--- src/rtl/instr_fetch_seq.sv ---
// Instruction sequencer: byte-serial program load into a small word memory,
// then in-order issue of 16-bit instructions on a valid/ready interface.
module instr_fetch_seq #(
   parameter int DEPTH = 8,
   parameter int AW    = 3
) (
   input  logic          clk,
   input  logic          rst,
   input  logic [7:0]    load_byte,
   input  logic          load_valid,
   input  logic          load_clr,
   input  logic          start,
   input  logic          stop,
   input  logic          loop_en,
   output logic [15:0]   instr_out,
   output logic          instr_valid,
   input  logic          instr_ready,
   output logic [AW-1:0] pc,
   output logic [AW:0]   prog_len,
   output logic          busy,
   output logic          done,
   output logic          load_err
);

   typedef enum logic [1:0] {
      S_IDLE = 2'd0,
      S_RUN  = 2'd1,
      S_DONE = 2'd2
   } state_e;

   localparam logic [AW-1:0] PC_ZERO  = '0;
   localparam logic [AW:0]   LEN_ONE  = {{AW{1'b0}}, 1'b1};
   localparam logic [AW:0]   LEN_FULL = (AW+1)'(DEPTH);

   state_e         state_q, state_d;
   logic           phase_q, phase_d;
   logic [7:0]     held_q, held_d;
   logic [AW:0]    prog_len_q, prog_len_d;
   logic [AW-1:0]  pc_q, pc_d;
   logic [15:0]    instr_q, instr_d;
   logic           valid_q, valid_d;
   logic           err_q, err_d;
   logic           busy_q, busy_d;
   logic           done_q, done_d;

   logic [15:0]    mem [DEPTH];
   logic           mem_we_s;
   logic [AW-1:0]  mem_waddr_s;
   logic [15:0]    mem_wdata_s;
   logic           xfer_s;
   logic           last_s;
   logic           full_s;
   logic [AW-1:0]  pc_inc_s;

   assign xfer_s   = valid_q & instr_ready;
   assign last_s   = ({1'b0, pc_q} == (prog_len_q - LEN_ONE));
   assign full_s   = (prog_len_q == LEN_FULL);
   assign pc_inc_s = pc_q + AW'(1);

   // Next-state and registered-output computation
   always_comb begin
      state_d     = state_q;
      phase_d     = phase_q;
      held_d      = held_q;
      prog_len_d  = prog_len_q;
      pc_d        = pc_q;
      instr_d     = instr_q;
      valid_d     = valid_q;
      err_d       = err_q;
      mem_we_s    = 1'b0;
      mem_waddr_s = prog_len_q[AW-1:0];
      mem_wdata_s = {load_byte, held_q};

      if (load_clr) begin
         state_d    = S_IDLE;
         prog_len_d = '0;
         phase_d    = 1'b0;
         err_d      = 1'b0;
         pc_d       = PC_ZERO;
         valid_d    = 1'b0;
      end else begin
         case (state_q)
            S_IDLE: begin
               if (start && !stop) begin
                  // a half-loaded word is abandoned when execution begins
                  phase_d = 1'b0;
                  if (prog_len_q == '0) begin
                     state_d = S_DONE;
                  end else begin
                     state_d = S_RUN;
                     valid_d = 1'b1;
                     pc_d    = PC_ZERO;
                     instr_d = mem[PC_ZERO];
                  end
               end else if (load_valid) begin
                  if (full_s) begin
                     err_d = 1'b1;
                  end else if (!phase_q) begin
                     held_d  = load_byte;
                     phase_d = 1'b1;
                  end else begin
                     mem_we_s   = 1'b1;
                     prog_len_d = prog_len_q + LEN_ONE;
                     phase_d    = 1'b0;
                  end
               end else begin
                  state_d = S_IDLE;
               end
            end
            S_RUN: begin
               if (load_valid) begin
                  err_d = 1'b1;
               end else begin
                  err_d = err_q;
               end
               if (stop) begin
                  state_d = S_IDLE;
                  valid_d = 1'b0;
                  pc_d    = PC_ZERO;
               end else if (xfer_s) begin
                  if (!last_s) begin
                     pc_d    = pc_inc_s;
                     instr_d = mem[pc_inc_s];
                  end else if (loop_en) begin
                     pc_d    = PC_ZERO;
                     instr_d = mem[PC_ZERO];
                  end else begin
                     state_d = S_DONE;
                     valid_d = 1'b0;
                  end
               end else begin
                  state_d = S_RUN;
               end
            end
            S_DONE: begin
               if (load_valid) begin
                  err_d = 1'b1;
               end else begin
                  err_d = err_q;
               end
               if (stop) begin
                  state_d = S_IDLE;
                  pc_d    = PC_ZERO;
               end else if (start && (prog_len_q != '0)) begin
                  state_d = S_RUN;
                  valid_d = 1'b1;
                  pc_d    = PC_ZERO;
                  instr_d = mem[PC_ZERO];
               end else begin
                  state_d = S_DONE;
               end
            end
            default: begin
               state_d = S_IDLE;
               valid_d = 1'b0;
            end
         endcase
      end

      busy_d = (state_d == S_RUN);
      done_d = (state_d == S_DONE);
   end

   // Control and output registers
   always_ff @(posedge clk or posedge rst) begin
      if (rst) begin
         state_q    <= S_IDLE;
         phase_q    <= 1'b0;
         held_q     <= 8'h00;
         prog_len_q <= '0;
         pc_q       <= PC_ZERO;
         instr_q    <= 16'h0000;
         valid_q    <= 1'b0;
         err_q      <= 1'b0;
         busy_q     <= 1'b0;
         done_q     <= 1'b0;
      end else begin
         state_q    <= state_d;
         phase_q    <= phase_d;
         held_q     <= held_d;
         prog_len_q <= prog_len_d;
         pc_q       <= pc_d;
         instr_q    <= instr_d;
         valid_q    <= valid_d;
         err_q      <= err_d;
         busy_q     <= busy_d;
         done_q     <= done_d;
      end
   end

   // Program storage; contents are not reset
   always_ff @(posedge clk) begin
      if (mem_we_s) begin
         mem[mem_waddr_s] <= mem_wdata_s;
      end
   end

   assign instr_out   = instr_q;
   assign instr_valid = valid_q;
   assign pc          = pc_q;
   assign prog_len    = prog_len_q;
   assign busy        = busy_q;
   assign done        = done_q;
   assign load_err    = err_q;

endmodule

--- config.mk ---
export PLATFORM = sky130hd
export DESIGN_NAME = instr_fetch_seq
export DESIGN_NICKNAME = d
export VERILOG_FILES = /design/src/rtl/instr_fetch_seq.sv
export SDC_FILE = /design/constraint.sdc
export NUM_CORES = 1
export LEC_CHECK = 0
export CORE_MARGIN = 8
export CORE_UTILIZATION = 50
export DETAILED_ROUTE_END_ITERATION = 7
export GPL_TIMING_DRIVEN = 0
export PLACE_DENSITY_LB_ADDON = 0.2
export SLEW_MARGIN = 0
export SYNTH_ARGS = -nofsm -noshare
export SYNTH_HDL_FRONTEND = slang
export SYNTH_SLANG_ARGS = --single-unit
--- constraint.sdc ---
create_clock -name clk -period 5 [get_ports clk]
set_input_delay 1 -clock clk [delete_from_list [all_inputs] [get_ports clk]]
set_output_delay 1 -clock clk [all_outputs]
set_load 0.1 [all_outputs]
==> metrics.yaml <==
outcome: "completed"
reg2reg_to: "mem[1][4]"
synth.top_cell.area_share_pct: 55.1
finClkSkew_ns: 0.00866
yosysWarningCount: 0
final_core_util_pct: 60.6
drv_slew: 0
r2r_cells: 10
peakVddDrop_uv: 279
placed_cells: 654
yosys.area.top_type: "edfxtp_1"
n_antenna_cell: 0
min_period_over_period_pct: 67.6
wire_per_inst_um: 21.8
ctsResizeCount: 0
drtIter0Drc: 242
clkPwrFrac_pct: 34.3
crit_start: "stop"
hpwl_um: 9870
endpoint: "mem[1][4]"
critPathLaunchType: "input pin"
synthTopCellsByArea: "edfxtp_1 (55%), dfrtp_1 (14%), mux4_2 (10%)"
crit_type: "input pin to flip-flop"
avgSynthCellArea_um2: 16.5
drt-pass1-iter-count: 4
vias_per_cell: 5.66
postCtsSetupBuffers: 0
fin_nets: 516
synth_enable_flop_cells: 128
yosysUniqueCellTypes: 48
critPathMaxFanout: 6
syn_area_um2: 6980
io_pins: 43
ys_ff_latch: 166
async_flop_share_pct: 22.9
hold_class: "flip-flop to flip-flop"
postRouteAntennaNets: 0
cts-root-buf: "clkbuf_16"
p_total_mw: 3.62
cts_buffers: 17
reg2reg_from: "prog_len[0]"
wl_um: 15000
initial_core_util_pct: 50.7
grt_pass1_wl_um: 23400
postCtsHoldBufs: 0
p_leak_nw: 2.97
p_seq_share_pct: 46.4
grtUsageTotal_pct: 17.7
synth_nets: 445
row_count: 43
yosysMostFrequentCell: "edfxtp_1"
portBuffers: 41
comb_power_share_pct: 19.3
cp_data_arrival_time_ns: 3.52
yosysSeqAreaShare_pct: 68.7
antenna_found_initial: 0
hold_viol_final: 0
grt_pass1_vias: 4065
r2r_slack_ns: 2.02
design_area_um2: 8350
dieHeight_um: 134
core-area_um2: 13800
end_kind: "flip-flop"
cp_data_required_time_ns: 5.14
vias: 3886
fp.dieW_um: 134
synth_cells: 422
max_slew_margin_pct: 20.7
htree_levels: 4
worstSkewPairLatency_ns: 0.43
drc: 0
timing.fmax_mhz: 296
yosys_most_used_dff: "edfxtp_1"
cap_violations: 0
layout-drive-gt1-share_pct: 21.5
cts_buffer_depth: 2
gp_congestion: 0.872
cts.reportedPaths.clkPinSlew_ns: 0.07
rsz0062_at_grt: "false"
gr-total-overflow: 0
powerDensity_nw_per_um2: 433
p_sw_share_pct: 32.9
clkSinkCount: 166
area_growth_syn_to_layout_pct: 19.7
cts_tree: "yes"
switchingPower_mw: 1.19
worstMarginPinSlew_ns: 1.19
grt_start_max_net_pins: 35
fin_cells: 686
die-area_um2: 18000
hold_depth: 2
setup_viol: 0
fin_crit_ns: 3.38
postPlaceCellArea_um2: 7790
netlist_top_cells_count: "edfxtp_1 (128), dfrtp_1 (38), mux2i_1 (33)"
p_int_mw: 2.43
[critical path, cell delays in order]
cell	delay [ns]
clkdlybuf4s50_1	0.57
nor2b_1	0.12
nand2b_1	0.24
nor3_1	0.35
nand3_1	0.27
nor3_2	0.58
buf_6	0.23
buf_6	0.15
[layout make-up]
| class | count | area [um2] |
|---|---|---|
| clock buffer | 17 | 425 |
| fill | 1055 | 5420 |
| tap | 180 | 225 |
| inverter | 27 | 101 |
| sequential | 166 | 4790 |
| clock inverter | 15 | 133 |
| buffer | 20 | 123 |
| timing repair buffer | 52 | 566 |
| multi-input combinational | 209 | 1990 |
[placed cells by master, fill, tap and decap left out, types with 3 or more instances in the layout]
cell,count
inv_8,3
inv_6,8
dfrtp_1,38
nor3_1,5
nand2_1,29
buf_4,3
edfxtp_1,128
o21ai_0,23
nor2_1,11
buf_2,4
mux2_2,8
nor3_2,3
a21oi_1,7
ha_1,7
nor2_2,6
clkbuf_1,10
nand3_1,5
mux4_2,32
inv_1,26
buf_8,6
mux2i_1,33
buf_6,6
clkbuf_16,17
xor2_1,5
clkdlybuf4s50_1,41
[routing by layer]
| layer | GRT usage (%) | share of wire [%] |
|---|---|---|
| met2 | 28.7 | 49 |
| met3 | 5.24 | 5.6 |
| met5 | 0 | 0 |
| met1 | 22.2 | 43 |
| met4 | 6.67 | 2.1 |
[cells by family after synthesis]
kind of cell | Yosys count | share of synthesized area, %
buf+inv | 47 | 3.21
simple gates | 76 | 5.43
fa+ha+maj | 7 | 1.25
compound gates | 46 | 4.18
flops | 166 | 68.7
xor+xnor | 7 | 0.878
mux | 73 | 16.4
[metrics by stage]
step / worst slack (ns) / TNS [ns] / hold WS (ns)
detailed placement: 1.16 / 0 / 0.491
floorplan: 1.36 / 0 / 0.514
global route: 1.54 / 0 / 0.544
global placement: -0.230 / -6.38 / 0.480
finish: 1.62 / 0 / 0.502
CTS: 1.66 / 0 / 0.510
[worst min-delay path by stage]
| stage | to | startpoint | slack (ns) |
|---|---|---|---|
| 3_3_place_gp | load_err | load_err | 0.48 |
| 2_1_floorplan | instr_valid | state_q[0] | 0.51 |
| 4_1_cts | load_err | load_err | 0.51 |
| 6_report | load_err | load_err | 0.50 |
| 5_1_grt | load_err | load_err | 0.54 |
| 3_5_place_dp | load_err | load_err | 0.49 |
[power groups by stage]
stage	sequential (mW)	combinational [mW]	clock [mW]
2_1_floorplan	2.10	0.117	0
3_3_place_gp	1.70	0.695	0
3_5_place_dp	1.71	0.705	0
4_1_cts	1.68	0.705	1.26
5_1_grt	1.69	0.728	1.31
6_report	1.68	0.699	1.24
[flip-flops by register name (all words and copies together) (netlist names)]
name,cells
busy,1
done,1
held_q,8
instr_out,16
instr_valid,1
load_err,1
mem,128
pc,3
phase_q,1
prog_len,4
state_q,2
(Power assumes the default switching activity.)
